<file path="src/rtl/pixel_frame_sink.sv">
// Sink for the processed pixel stream: FIFO for a polled reader, frame position tracking, per-frame checksum.
// Latency: rd_data/rd_valid 1 cycle after rd_en; frame_done/checksum 1 cycle after the last pixel of a frame.
// Backpressure: none on the pixel input (never stalls); pixels arriving while full without a pop are dropped and flagged.
module pixel_frame_sink #(
    parameter int DEPTH   = 16,
    parameter int FRAME_W = 32,
    parameter int FRAME_H = 32
) (
    input  logic                       clk,
    input  logic                       resetn,
    input  logic                       pixel_valid,
    input  logic [7:0]                 pixel_in,
    input  logic                       rd_en,
    output logic [7:0]                 rd_data,
    output logic                       rd_valid,
    output logic                       empty,
    output logic                       full,
    output logic [$clog2(DEPTH):0]     level,
    output logic                       overflow,
    input  logic                       clr_ovf,
    output logic                       frame_done,
    output logic [15:0]                checksum,
    output logic [7:0]                 frame_cnt
);

    localparam int AW = $clog2(DEPTH);
    localparam int LW = AW + 1;
    localparam int CW = (FRAME_W > 1) ? $clog2(FRAME_W) : 1;
    localparam int RW = (FRAME_H > 1) ? $clog2(FRAME_H) : 1;

    logic [7:0]    mem [DEPTH];
    logic [AW-1:0] wr_ptr;
    logic [AW-1:0] rd_ptr;
    logic [LW-1:0] level_nxt;
    logic          wr;
    logic          rd;
    logic          drop;

    logic [CW-1:0] col;
    logic [RW-1:0] row;
    logic [15:0]   acc;
    logic          last_col;
    logic          last_row;
    logic          eof;

    // A pop frees a slot in the same cycle, so a full FIFO still takes a pixel when rd_en is high.
    always_comb begin
        wr        = pixel_valid && (!full || rd_en);
        rd        = rd_en && !empty;
        drop      = pixel_valid && !wr;
        level_nxt = level + LW'(wr) - LW'(rd);
    end

    always_ff @(posedge clk) begin
        if (wr) begin
            mem[wr_ptr] <= pixel_in;
        end
    end

    always_ff @(posedge clk or negedge resetn) begin
        if (!resetn) begin
            wr_ptr   <= '0;
            rd_ptr   <= '0;
            level    <= '0;
            full     <= 1'b0;
            empty    <= 1'b1;
            rd_data  <= '0;
            rd_valid <= 1'b0;
        end else begin
            if (wr) begin
                wr_ptr <= wr_ptr + 1'b1;
            end
            if (rd) begin
                rd_data <= mem[rd_ptr];
                rd_ptr  <= rd_ptr + 1'b1;
            end
            rd_valid <= rd;
            level    <= level_nxt;
            full     <= (level_nxt == LW'(DEPTH));
            empty    <= (level_nxt == '0);
        end
    end

    // Set has priority over clear so a drop in the clearing cycle is not lost.
    always_ff @(posedge clk or negedge resetn) begin
        if (!resetn) begin
            overflow <= 1'b0;
        end else if (drop) begin
            overflow <= 1'b1;
        end else if (clr_ovf) begin
            overflow <= 1'b0;
        end
    end

    always_comb begin
        last_col = (col == CW'(FRAME_W - 1));
        last_row = (row == RW'(FRAME_H - 1));
        eof      = pixel_valid && last_col && last_row;
    end

    // Position and checksum advance on every strobe, dropped pixels included.
    always_ff @(posedge clk or negedge resetn) begin
        if (!resetn) begin
            col        <= '0;
            row        <= '0;
            acc        <= '0;
            checksum   <= '0;
            frame_cnt  <= '0;
            frame_done <= 1'b0;
        end else begin
            frame_done <= eof;
            if (eof) begin
                checksum  <= acc + {8'd0, pixel_in};
                acc       <= '0;
                col       <= '0;
                row       <= '0;
                frame_cnt <= frame_cnt + 1'b1;
            end else if (pixel_valid) begin
                acc <= acc + {8'd0, pixel_in};
                if (last_col) begin
                    col <= '0;
                    row <= row + 1'b1;
                end else begin
                    col <= col + 1'b1;
                end
            end
        end
    end

endmodule

</file>
<file path="config.mk">
export PLATFORM = sky130hd
export DESIGN_NAME = pixel_frame_sink
export DESIGN_NICKNAME = d
export VERILOG_FILES = /design/src/rtl/pixel_frame_sink.sv
export SDC_FILE = /design/constraint.sdc
export NUM_CORES = 1
export LEC_CHECK = 0
export ABC_AREA = 1
export CAP_MARGIN = 40
export CELL_PAD_IN_SITES_DETAIL_PLACEMENT = 1
export CELL_PAD_IN_SITES_GLOBAL_PLACEMENT = 1
export CORE_MARGIN = 2
export CORE_UTILIZATION = 47
export DETAILED_ROUTE_END_ITERATION = 12
export PLACE_DENSITY_LB_ADDON = 0.1
export SLEW_MARGIN = 20
export SYNTH_ARGS = -nofsm -noshare
export SYNTH_HDL_FRONTEND = slang
export SYNTH_SLANG_ARGS = --single-unit
export TNS_END_PERCENT = 5
</file>
<file path="constraint.sdc">
create_clock -name clk -period 3.3 [get_ports clk]
set_input_delay 0.495 -clock clk [delete_from_list [all_inputs] [get_ports clk]]
set_output_delay 0.495 -clock clk [all_outputs]
set_load 0.01 [all_outputs]
</file>
== Word-level counts from Yosys, hierarchy flattened ==
Memory sizes are Yosys's and may differ from the RTL's. A register that Yosys moved wholly into a read port is not among the register bits.
Index checks and enable logic that the tools add are counted.
W data, S select, Z words.

* Logic and storage cells: 52
* Bits in writable memories: 128
* Flip-flop bits (word level): 68
* Memories kept: 1

* Mux-type cells: 12
* Equality and inequality tests: 3
* Reduce and logical (&&, ||, !) cells: 15
* $add $sub $neg: 8

{| class="wikitable"
|+ Memories
! name !! depth !! width !! read ports !! clocked after memory_dff !! write ports !! RTL line !! source
|-
| mem || 16 || 8 || 1 || 1 || 1 || 31 || <nowiki>logic [7:0] mem [DEPTH];</nowiki>
|}

{| class="wikitable"
|+ Operators with widths
! cell !! count
|-
| $mux W16 || 2
|-
| $mux W5 || 6
|-
| $add A16 B8 Y16 || 1
|-
| $eq A5 B5 Y1 const B || 3
|-
| $add A5 B1 Y5 const B || 2
|-
| $add A4 B1 Y4 const B || 2
|-
| $add A8 B1 Y8 const B || 1
|-
| $reduce_bool A2 Y1 || 3
|-
| $add A5 B1 Y5 || 1
|-
| $logic_and A1 B1 Y1 || 5
|-
| $logic_not A5 Y1 || 1
|-
| $sub A5 B1 Y5 || 1
|-
| $logic_not A1 Y1 || 4
|-
| $mux W1 || 4
|-
| $reduce_and A2 Y1 || 1
|-
| $logic_or A1 B1 Y1 || 1
|}

== Logic depth before layout (Yosys ltp) ==
Gate-level depths: netlist (run 1).

* Word-level depth: 6
* Depth in mapped cells: 13
* Gate-level depth less buffers: 13

== Worst setup path after synthesis (run 1) ==
No wires, ideal clock.

* Path type: in2reg
* Start point: input rd_en
* End point: register full
* Required time: 3233 ps
* Stages: 11
* Arrival time: 2436 ps
* Setup time: 67 ps
* Setup slack: 797 ps
* Path through: inv_1 -> nor2_1 -> buf_2 -> ha_1 -> inv_1 -> ha_1 -> inv_1 -> fa_1 -> o21ai_0 -> xor2_1 -> and3_1

* Elaborated cells between the ends (all ways): 6

{| class="wikitable"
|+ RTL lines
! item !! RTL line !! source
|-
| start, declared || 13 || <nowiki>input logic rd_en,</nowiki>
|-
| $logic_and A1 B1 Y1 || 49 || <nowiki>rd = rd_en && !empty;</nowiki>
|-
| named net rd || 36 || <nowiki>logic rd;</nowiki>
|-
| $sub A5 B1 Y5 || 51 || <nowiki>level_nxt = level + LW'(wr) - LW'(rd);</nowiki>
|-
| named net level_nxt[4] || 34 || <nowiki>logic [LW-1:0] level_nxt;</nowiki>
|-
| $eq A5 B5 Y1 || 79 || <nowiki>full <= (level_nxt == LW'(DEPTH));</nowiki>
|-
| end signal, assigned || 79 ||
|-
| end, declared || 17 || <nowiki>output logic full,</nowiki>
|}

The timed path passes the listed nets, and every way through them passes these cells.
A chain may end at the register's enable or synchronous reset.

== Worst setup path after layout (run 1) ==
* Start point: input pixel_valid
* End point: register full

* Longest elaborated chain between the ends: 4

{| class="wikitable"
|+ Ends and longest elaborated chain
! item !! RTL line !! source
|-
| start, declared || 11 || <nowiki>input logic pixel_valid,</nowiki>
|-
| $logic_and A1 B1 Y1 || 48 || <nowiki>wr = pixel_valid && (!full || rd_en);</nowiki>
|-
| $add A5 B1 Y5 || 51 ||
|-
| $sub A5 B1 Y5 || 51 ||
|-
| named net level_nxt[4] || 34 ||
|-
| $eq A5 B5 Y1 || 79 ||
|}

The timed path passes the listed nets, and every way through them passes these cells.

==> results of run 1 <==
worst max-delay path: cells and delay by family:
kind            cells  cell delay (ps)
compound gates      1              220
xor+xnor            1              240
fa+ha+maj           3              840
buf+inv             3              690
simple gates        2              320
cell families after synthesis:
group | count (synthesis) | synth area share, %
and+or+nand+nor | 480 | 23.00
AOI/OAI and AO/OA | 48 | 2.771
adders and majority gates | 25 | 3.630
buffers and inverters | 99 | 4.821
xor gates and xnor gates | 21 | 2.037
DFF | 204 | 63.63
muxes | 1 | 0.1108
placed cells by master, fill, tap and decap left out, drive strengths merged, types with 8 or more instances in the layout:
master	instances
a21oi	27
buf	34
clkbuf	30
clkdlybuf4s50	53
clkinv	9
dfrtp	75
edfxtp	128
ha	23
inv	66
nand2	290
nand3	135
nor2	37
nor3	8
o21ai	17
xor2	17
how the worst max path moves through the flow:
stage | from | to | slack [ps] | depth (start not counted)
after floorplan | rd_en | full$_DFF_PN0_ | 800 | 11
after global placement | pixel_valid | full$_DFF_PN0_ | 480 | 10
after detailed placement | pixel_valid | full$_DFF_PN0_ | 420 | 10
after CTS | col[0]$_DFFE_PN0P_ | acc[3]$_DFFE_PN0P_ | 910 | 11
after global routing | col[0]$_DFFE_PN0P_ | acc[1]$_DFFE_PN0P_ | 710 | 11
final | pixel_valid | full$_DFF_PN0_ | 900 | 10
area by class of cell:
cell class	count	area, um^2
clock buffers	30	633.1
clock inverters	10	98.84
fillers	2050	8074
inverters	67	256.5
multi-input cells	575	2849
flip-flops and latches	204	5748
well taps	234	292.8
repair buffers	88	815.8
routing by layer:
metal | up-vias | part of all wire [%] | GRT usage, %
li1 | 3092 | - | -
met3 | 46 | 4.0 | 2.716
met2 | 136 | 52 | 44.43
met1 | 3206 | 41 | 29.70
met5 | - | 0 | 0
met4 | 0 | 2.6 | 7.556
per-stage QoR:
step	hold slack, ps	total power (uW)	worst slack, ps
3_5_place_dp	450.3	6659	421.3
4_1_cts	471.8	9204	913.1
3_3_place_gp	450.3	6464	477.4
5_1_grt	497.8	9723	713.0
6_report	466.2	9099	904.3
2_1_floorplan	199.4	5533	796.9
flip-flops by register name, indices dropped and copies added, names as in the netlist:
register / cells
col: 5
overflow: 1
mem: 128
checksum: 16
wr_ptr: 4
empty: 1
frame_cnt: 8
row: 5
rd_data: 8
level: 5
rd_valid: 1
acc: 16
rd_ptr: 4
frame_done: 1
full: 1
power by group:
part / total, uW / switching [uW] / internal, uW
clock: 2480 / 983 / 1500
combinational: 3180 / 2080 / 1090
sequential: 3440 / 263 / 3180
total: 9100 / 3330 / 5770
repair_timing:
| action | in CTS | in global routing |
|---|---|---|
| hold endpoints to repair | 22 | 0 |
| hold buffers | 1 | 0 |
| endpoints found under the setup margin | 0 | 0 |
==> out/metrics.cfg, run 1 <==
[run_status]
outcome = finished, final reports clean

[critical_path]
endpoint_kind = flop
crit_fanout = 3
r2r-start = col[0]$_DFFE_PN0P_
criticalPathCategory = in -> reg
start_kind = input port
cp.arrival_ps = 2830
required_ps = 3730
crit_path_cell_trace = clkdlybuf4s50_1 -> nand2_1 -> ha_1 -> inv_1 -> ha_1 -> inv_1 -> fa_1 -> o21ai_0 -> xor2_1 -> and3_1
rr_endpoint = acc[7]$_DFFE_PN0P_
worstRegToRegCells = 11
cp_slowest_cell = clkdlybuf4s50_1
r2r_slack_ps = 950
max_stage_delay_ps = 580

[route]
ant_nets = 0
vias = 6480
drtIter0Drc = 313
drt-total-wl_um = 23300
dr.pass1.iters = 5
drc = 0
wire_per_inst_um = 19.29
vias_per_cell = 5.364

[yosys]
synth_area_leader_cell = edfxtp_1
syn_avg_cell_area_um2 = 10.29
synth_edf_count = 128
async_reset_ff_share_pct = 37.25
yosysUniqueCellTypes = 38
synth_most_common_cell = nand2_1
synth_seq_area_share_pct = 63.63
synth_flop_cell = edfxtp_1
yosys_warnings = 0
synthCells = 878
ys_top_cells_by_count = nand2_1 (288), nand3_1 (133), edfxtp_1 (128)
synth_nets = 916
synth_area_mm2 = 0.009031
synth_top_area_share_pct = 42.56
ys_ff_latch = 204
ys_top_cells_by_area = edfxtp_1 (43%), dfrtp_1 (21%), nand2_1 (12%)

[global_routing]
grt_max_degree = 68
grt_usage_pct = 24.12
antenna_found_initial = 0
grt_pass1_vias = 7268
grt_pass1_wl_um = 38260
globalRouteOverflowTotal = 0

[cells_and_area]
fin_area_mm2 = 0.01069
fin_util_pct = 56.98
fin_nets = 996
diodes = 0
drive_gt1_share_pct = 8.522
fin_cells = 1208
area_growth_pct = 18.41

[placement]
routabilityCongestion = 0.8097
hpwl_um = 15780
port_buffers = 54
dpl_cell_area_mm2 = 0.009952
place_inst = 1167

[timing]
finalSetupViolCount = 0
final.min_clock_period_ps = 2396
fin_setup_tns_ps = 0
worst_pin_slew_ps = 773.4
drv_slew = 0
slew_headroom_pct = 48.25
rsz0062_at_grt = no
max_freq_ghz = 0.4174
finalClockSkew_ps = 7.538
post-route-period-util_pct = 72.60
hold_viol_final = 0

[clock_network]
cts_setup_buffers = 0
clk_latency_ps = 490
cts.sinks = 204
h-tree-depth = 1
tritoncts = yes
root_buffer = clkbuf_16
cts-buffers-inserted = 22
clk_pin_slew_ps = 60
ctsResizeCount = 0
max-clock-path-buffers = 3

[min_path]
worstHoldStart = col[3]$_DFFE_PN0P_
holdPathStages = 1
worstHoldEndpoint = col[3]$_DFFE_PN0P_
hold_path.class = reg -> reg

[power]
p_leak_uw = 0.004649
max-vdd-ir-drop_mv = 0.3983
pwr_density_cell_mw_per_mm2 = 850.9

[die]
die_w_um = 142.6
initial_core_util_pct = 48.12
die_h_um = 142.6
dieArea_mm2 = 0.02034
num_rows = 50
num_io_pins = 55
design.core.area_mm2 = 0.01877

[flow_run]
maxCapViolations = 0

No activity file was read; power rests on OpenSTA's default activity.
==> inputs of run 2 (changes only) <==
- clock period: 3.3 -> 2.3 ns (I/O delays scaled with it)
==> run 2 against run 1 <==
Against the previous run:
- design area up 1.4%
- global-route usage is 0.25 points lower
- core utilization grew 0.78 points
- cell count up 1.2%
- critical path type is now reg -> reg
- combinational power grew 51%
- highest routed layer unchanged
- die area unchanged
- largest cell class unchanged
- non-clock buffer count increased by 13
- hold slack worse by 44 ps
- register-to-register slack worse by 820 ps
- clock power rose by 45%
- count of clock-buffer cells in the layout decreased by 1
==> out/metrics.cfg, run 2 (same netlist as run 1, synthesis figures left out) <==
[run_status]
outcome = finished, final reports clean  ; unchanged

[global_routing]
grt_pass1_wl_um = 37650  ; was 38260 um
grt_usage_pct = 23.86  ; was 24.12%
antenna_found_initial = 0  ; unchanged
globalRouteOverflowTotal = 0  ; unchanged
grt_pass1_vias = 7291  ; was 7268
grt_max_degree = 68  ; unchanged

[cells_and_area]
fin_area_mm2 = 0.01084  ; was 0.01069 mm^2
area_growth_pct = 20.03  ; was 18.41%
final_common_cell = nand2_1  ; unchanged
diodes = 0  ; unchanged
drive_gt1_share_pct = 11.02  ; was 8.522%
fin_util_pct = 57.76  ; was 56.98%
regMostFlops = mem  ; unchanged
largest_reg_flops = 128  ; unchanged
fin_nets = 1010  ; was 996
final_cell_mix = nand2_1 (287), nand3_1 (133), edfxtp_1 (128)  ; was nand2_1 (288), nand3_1 (133), edfxtp_1 (128)
top_regs = mem: 128 flops, acc: 16 flops, checksum: 16 flops  ; unchanged

[route]
ant_nets = 0  ; unchanged
drt-total-wl_um = 23330  ; was 23300 um
drtIter0Drc = 287  ; was 313
vias_per_cell = 5.349  ; was 5.364
dr.pass1.iters = 4  ; was 5
wire_per_inst_um = 19.08  ; was 19.29 um
drc = 0  ; unchanged
vias = 6542  ; was 6480

[placement]
routabilityCongestion = 0.8018  ; was 0.8097
dpl_cell_area_mm2 = 0.01003  ; was 0.009952 mm^2
hpwl_um = 15680  ; was 15780 um
port_buffers = 54  ; unchanged

[clock_network]
h-tree-depth = 1  ; unchanged
cts.sinks = 204  ; unchanged
clk_latency_ps = 510  ; was 490 ps
root_buffer = clkbuf_16  ; unchanged
cts-buffers-inserted = 23  ; was 22
tritoncts = yes  ; unchanged
clk_pin_slew_ps = 60  ; about the same
max-clock-path-buffers = 3  ; unchanged

[timing]
hold_ws_ps = 422.3  ; was 466.2 ps
worst_pin_slew_ps = 755.4  ; was 773.4 ps
slew_headroom_pct = 49.64  ; was 48.25%
hold_viol_final = 0  ; unchanged
finalClockSkew_ps = 18.12  ; was 7.538 ps
finalSetupViolCount = 0  ; unchanged
post-route-period-util_pct = 94.29
final.min_clock_period_ps = 2169
max_freq_ghz = 0.4611
drv_slew = 0  ; unchanged
rsz0062_at_grt = no  ; unchanged

[critical_path]
r2r-start = empty$_DFF_PN1_  ; was col[0]$_DFFE_PN0P_
endpoint_kind = flop  ; unchanged
worstRegToRegCells = 10  ; was 11
start_kind = flop  ; was input port
cp-startpoint = empty$_DFF_PN1_  ; was pixel_valid
criticalPathCategory = reg -> reg  ; was in -> reg
rr_endpoint = empty$_DFF_PN1_  ; was acc[7]$_DFFE_PN0P_
cp.arrival_ps = 2600  ; was 2830 ps
required_ps = 2730  ; was 3730 ps
crit_fanout = 2  ; was 3
crit_path_end = empty$_DFF_PN1_  ; was full$_DFF_PN0_
r2r_slack_ps = 130  ; was 950 ps

[power]
pwr_density_cell_mw_per_mm2 = 1230  ; was 850.9 mW/mm^2
max-vdd-ir-drop_mv = 0.7734  ; was 0.3983 mV
p_leak_uw = 0.004723  ; was 0.004649 uW
total_power_uw = 13330  ; was 9099 uW

[die]
num_io_pins = 55  ; unchanged
die_w_um = 142.6  ; unchanged
die_h_um = 142.6  ; unchanged
initial_core_util_pct = 48.12  ; unchanged
dieArea_mm2 = 0.02034  ; unchanged
design.core.area_mm2 = 0.01877  ; unchanged
num_rows = 50  ; unchanged

[flow_run]
maxCapViolations = 0  ; unchanged

[min_path]
hold_path.class = in -> async  ; was reg -> reg

## run 2: critical path: stages (launching register included)
cell and delay [ps]:
dfstp_2 540, nor2_2 50, ha_1 280, inv_1 60, ha_2 180, inv_2 40, fa_2 530, inv_2 40
nor3_2 190, nand2_1 80, nor2_1 120
## run 2: area by class of cell
class / count / area, um^2
Fill cell: 2039 / 7928
Sequential cell: 204 / 5748
Multi-Input combinational cell: 575 / 2883
Timing Repair Buffer: 101 / 905.9
Clock buffer: 29 / 638.1
Tap cell: 234 / 292.8
Inverter: 67 / 256.5
Clock inverter: 13 / 116.4
## run 2: metrics by stage
stage | instances | setup WS (ps) | setup TNS (ps)
after CTS | 1221 | 16.78 | 0
after detailed placement | 1178 | -380.3 | -1945
after global routing | 1223 | 9.275 | 0
final | 1223 | 131.4 | 0
after global placement | 1178 | -261.4 | -1118
after floorplan | 878 | 30.50 | 0
## run 2: worst min-delay path by stage
stage	endpoint	slack, ps	cells after the start
after CTS	overflow$_DFFE_PN0P_	420	2
final	rd_valid$_DFF_PN0_	420	2
after floorplan	acc[0]$_DFFE_PN0P_	50	0
after global routing	overflow$_DFFE_PN0P_	440	2
after detailed placement	rd_valid$_DFF_PN0_	440	1
after global placement	rd_valid$_DFF_PN0_	430	1
## run 2: repair_timing
item,4_1_cts,5_1_grt
gates resized for setup,0,9
setup buffers,0,2
setup endpoints to repair,0,2
endpoints found under the hold margin,49,0
hold buffers,1,0
## run 2: metal layers
| layer | vias up | global-route usage, % | routed length, um |
|---|---|---|---|
| li1 | 3121 | - | - |
| met2 | 114 | 43.90 | 12210 |
| met1 | 3263 | 29.02 | 9625 |
| met5 | - | 0 | 0 |
| met4 | 0 | 8.129 | 708 |
| met3 | 44 | 2.884 | 788 |
## run 2: power by group
group | internal, uW | total [uW] | switching [uW]
logic | 1730 | 4790 | 3060
registers | 4560 | 4940 | 388
clock network | 2180 | 3600 | 1420
==> inputs of run 3 (changes only) <==
- PLACE_DENSITY: not set -> 0.83
- PLACE_DENSITY_LB_ADDON: 0.1 -> not set
==> run 3 against run 2 <==
Against the previous run:
- clock power rose by 6.1%
- core utilization is 0.33 points higher
- critical endpoint unchanged
- worst setup slack worse by 29 ps
- largest power group unchanged
- clock skew is 9.2 ps lower
- register-to-register slack worse by 30 ps
==> out/metrics.cfg, run 3 (same netlist as run 1, synthesis figures left out) <==
[die]
num_rows = 50  ; unchanged
initial_core_util_pct = 48.12  ; unchanged
die_h_um = 142.6  ; unchanged
die_w_um = 142.6  ; unchanged
dieArea_mm2 = 0.02034  ; unchanged
design.core.area_mm2 = 0.01877  ; unchanged
num_io_pins = 55  ; unchanged

[cells_and_area]
final_common_cell = nand2_1  ; unchanged
largest_reg_flops = 128  ; unchanged
diodes = 0  ; unchanged
seq_area_mm2 = 0.005748  ; unchanged
regMostFlops = mem  ; unchanged
multi_input_area_mm2 = 0.002856  ; was 0.002883 mm^2
area_growth_pct = 20.73  ; was 20.03%
final_cell_mix = nand2_1 (288), nand3_1 (133), edfxtp_1 (128)  ; was nand2_1 (287), nand3_1 (133), edfxtp_1 (128)
num-fill-cells = 2041  ; was 2039
top_regs = mem: 128 flops, acc: 16 flops, checksum: 16 flops  ; unchanged
fin_nets = 1014  ; was 1010
drive_gt1_share_pct = 10.89  ; was 11.02%

[clock_network]
h-tree-depth = 1  ; unchanged
clk_pin_slew_ps = 60  ; about the same
tritoncts = yes  ; unchanged
cts-buffers-inserted = 22  ; was 23
clk_latency_ps = 500  ; was 510 ps
max-clock-path-buffers = 3  ; unchanged
cts.sinks = 204  ; unchanged
root_buffer = clkbuf_16  ; unchanged

[min_path]
hold_path.class = in -> async  ; unchanged

[critical_path]
cp.arrival_ps = 2630  ; was 2600 ps
required_ps = 2730  ; about the same
cp-startpoint = empty$_DFF_PN1_  ; unchanged
criticalPathCategory = reg -> reg  ; unchanged
crit_fanout = 2  ; unchanged
r2r-start = empty$_DFF_PN1_  ; unchanged
start_kind = flop  ; unchanged
endpoint_kind = flop  ; unchanged

[run_status]
outcome = finished, final reports clean  ; unchanged

[timing]
post-route-period-util_pct = 95.54  ; was 94.29%
rsz0062_at_grt = yes  ; was no
worst_pin_slew_ps = 636.4  ; was 755.4 ps
drv_slew = 0  ; unchanged
slew_headroom_pct = 57.31  ; was 49.64%
hold_viol_final = 0  ; unchanged
fin_setup_tns_ps = 0  ; unchanged
finalClockSkew_ps = 8.935  ; was 18.12 ps
finalSetupViolCount = 0  ; unchanged
setup_slack_ps = 102.7  ; was 131.4 ps
max_freq_ghz = 0.4551  ; was 0.4611 GHz
final.min_clock_period_ps = 2197  ; was 2169 ps

[power]
switchingPower_uw = 5023  ; was 4868 uW
pwr-share-comb_pct = 35.4  ; was 35.9%
internal_power_uw = 8576  ; was 8466 uW
p_leak_uw = 0.004757  ; was 0.004723 uW
pwr_density_cell_mw_per_mm2 = 1247  ; was 1230 mW/mm^2
total_power_uw = 13600  ; was 13330 uW
max-vdd-ir-drop_mv = 0.8231  ; was 0.7734 mV
p_clk_share_pct = 28.1  ; was 27.0%
seq_power_share_pct = 36.5  ; was 37.1%
swShare_pct = 36.94  ; was 36.51%

[placement]
port_buffers = 54  ; unchanged
routabilityCongestion = 0.8052  ; was 0.8018
hpwl_um = 16820  ; was 15680 um
dp_worst_setup_slack_ps = -380.3  ; about the same

[route]
dr_wl_met2_um = 12610  ; was 12210 um
vias = 6751  ; was 6542
drtIter0Drc = 336  ; was 287
ant_nets = 0  ; unchanged
drc = 0  ; unchanged
wire_per_inst_um = 20.35  ; was 19.08 um
dr.pass1.iters = 6  ; was 4
top_layer = met4  ; unchanged
vias_per_cell = 5.507  ; was 5.349
met1Wirelength_um = 9975  ; was 9625 um
wl_met3_um = 1407  ; was 788 um
drt-total-wl_um = 24950  ; was 23330 um

[global_routing]
grt_max_degree = 60  ; was 68
antenna_found_initial = 0  ; unchanged
globalRouteOverflowTotal = 0  ; unchanged
grt_usage_pct = 25.24  ; was 23.86%
grt_pass1_wl_um = 39490  ; was 37650 um
grt_pass1_vias = 7548  ; was 7291

[flow_run]
maxCapViolations = 0  ; unchanged

[run 3: changes by cell type in the layout (fill, tap and decap cells not counted), sizes merged]
cell / change
bufinv: +1
buf: +5
inv: -1
clkbuf: -3
clkinv: -2
clkinvlp: +3
[run 3: timing repair]
item                                    4_1_cts  5_1_grt
endpoints found under the hold margin        25        0
setup buffers                                 0        1
endpoints found under the setup margin        0        2
resized for setup                             0        1
hold buffers                                  1        0
[run 3: metal layers]
layer,vias up,global-route usage [%]
met5,-,0
met4,0,11.26
met3,70,5.265
met2,210,44.46
met1,3351,29.85
li1,3120,-
[run 3: metrics by stage]
step	util, %	hold WS, ps	cells	instance area, um^2
2_1_floorplan	-	49.41	878	9034
3_3_place_gp	53.75	295.2	1184	10090
3_5_place_dp	53.75	293.7	1184	10090
4_1_cts	58.03	310.8	1225	10890
5_1_grt	58.09	350.5	1226	10900
6_report	58.09	319.0	1226	10900
[run 3: power groups by stage]
stage / clock network [uW] / logic, uW / registers, uW
after CTS: 3860 / 4750 / 4970
after detailed placement: 0 / 4660 / 5030
after floorplan: 0 / 2990 / 4960
final: 3820 / 4810 / 4970
after global placement: 0 / 4400 / 4990
after global routing: 3990 / 5390 / 5040
[run 3: cell type report]
| class | instances | share of cell area [%] |
|---|---|---|
| clock buffer | 26 | 5.864 |
| timing repair buffer | 106 | 8.767 |
| inverter | 67 | 2.353 |
| clock inverter | 14 | 1.412 |
| multi-input combinational | 575 | 26.20 |
| sequential | 204 | 52.72 |
| tap | 234 | 2.685 |
[run 3: final timing paths]
path / endpoint / depth (start not counted) / slack, ps
min in group clk: overflow$_DFFE_PN0P_ / 2 / 440
worst max register to register: empty$_DFF_PN1_ / 10 / 100
worst min-delay path: rd_valid$_DFF_PN0_ / 2 / 320
max in group asynchronous: empty$_DFF_PN1_ / 3 / 1320
worst min register to register: col[3]$_DFFE_PN0P_ / 1 / 480
worst max-delay path: empty$_DFF_PN1_ / 10 / 100
[run 3: critical path, stage by stage (launching register included)]
cell and delay [ps]:
dfstp_2 540, nor2_2 50, ha_1 290, inv_1 70, ha_1 160, inv_1 60, fa_1 410, o21ai_1 180
xor2_1 200, buf_4 140, nor2_1 40
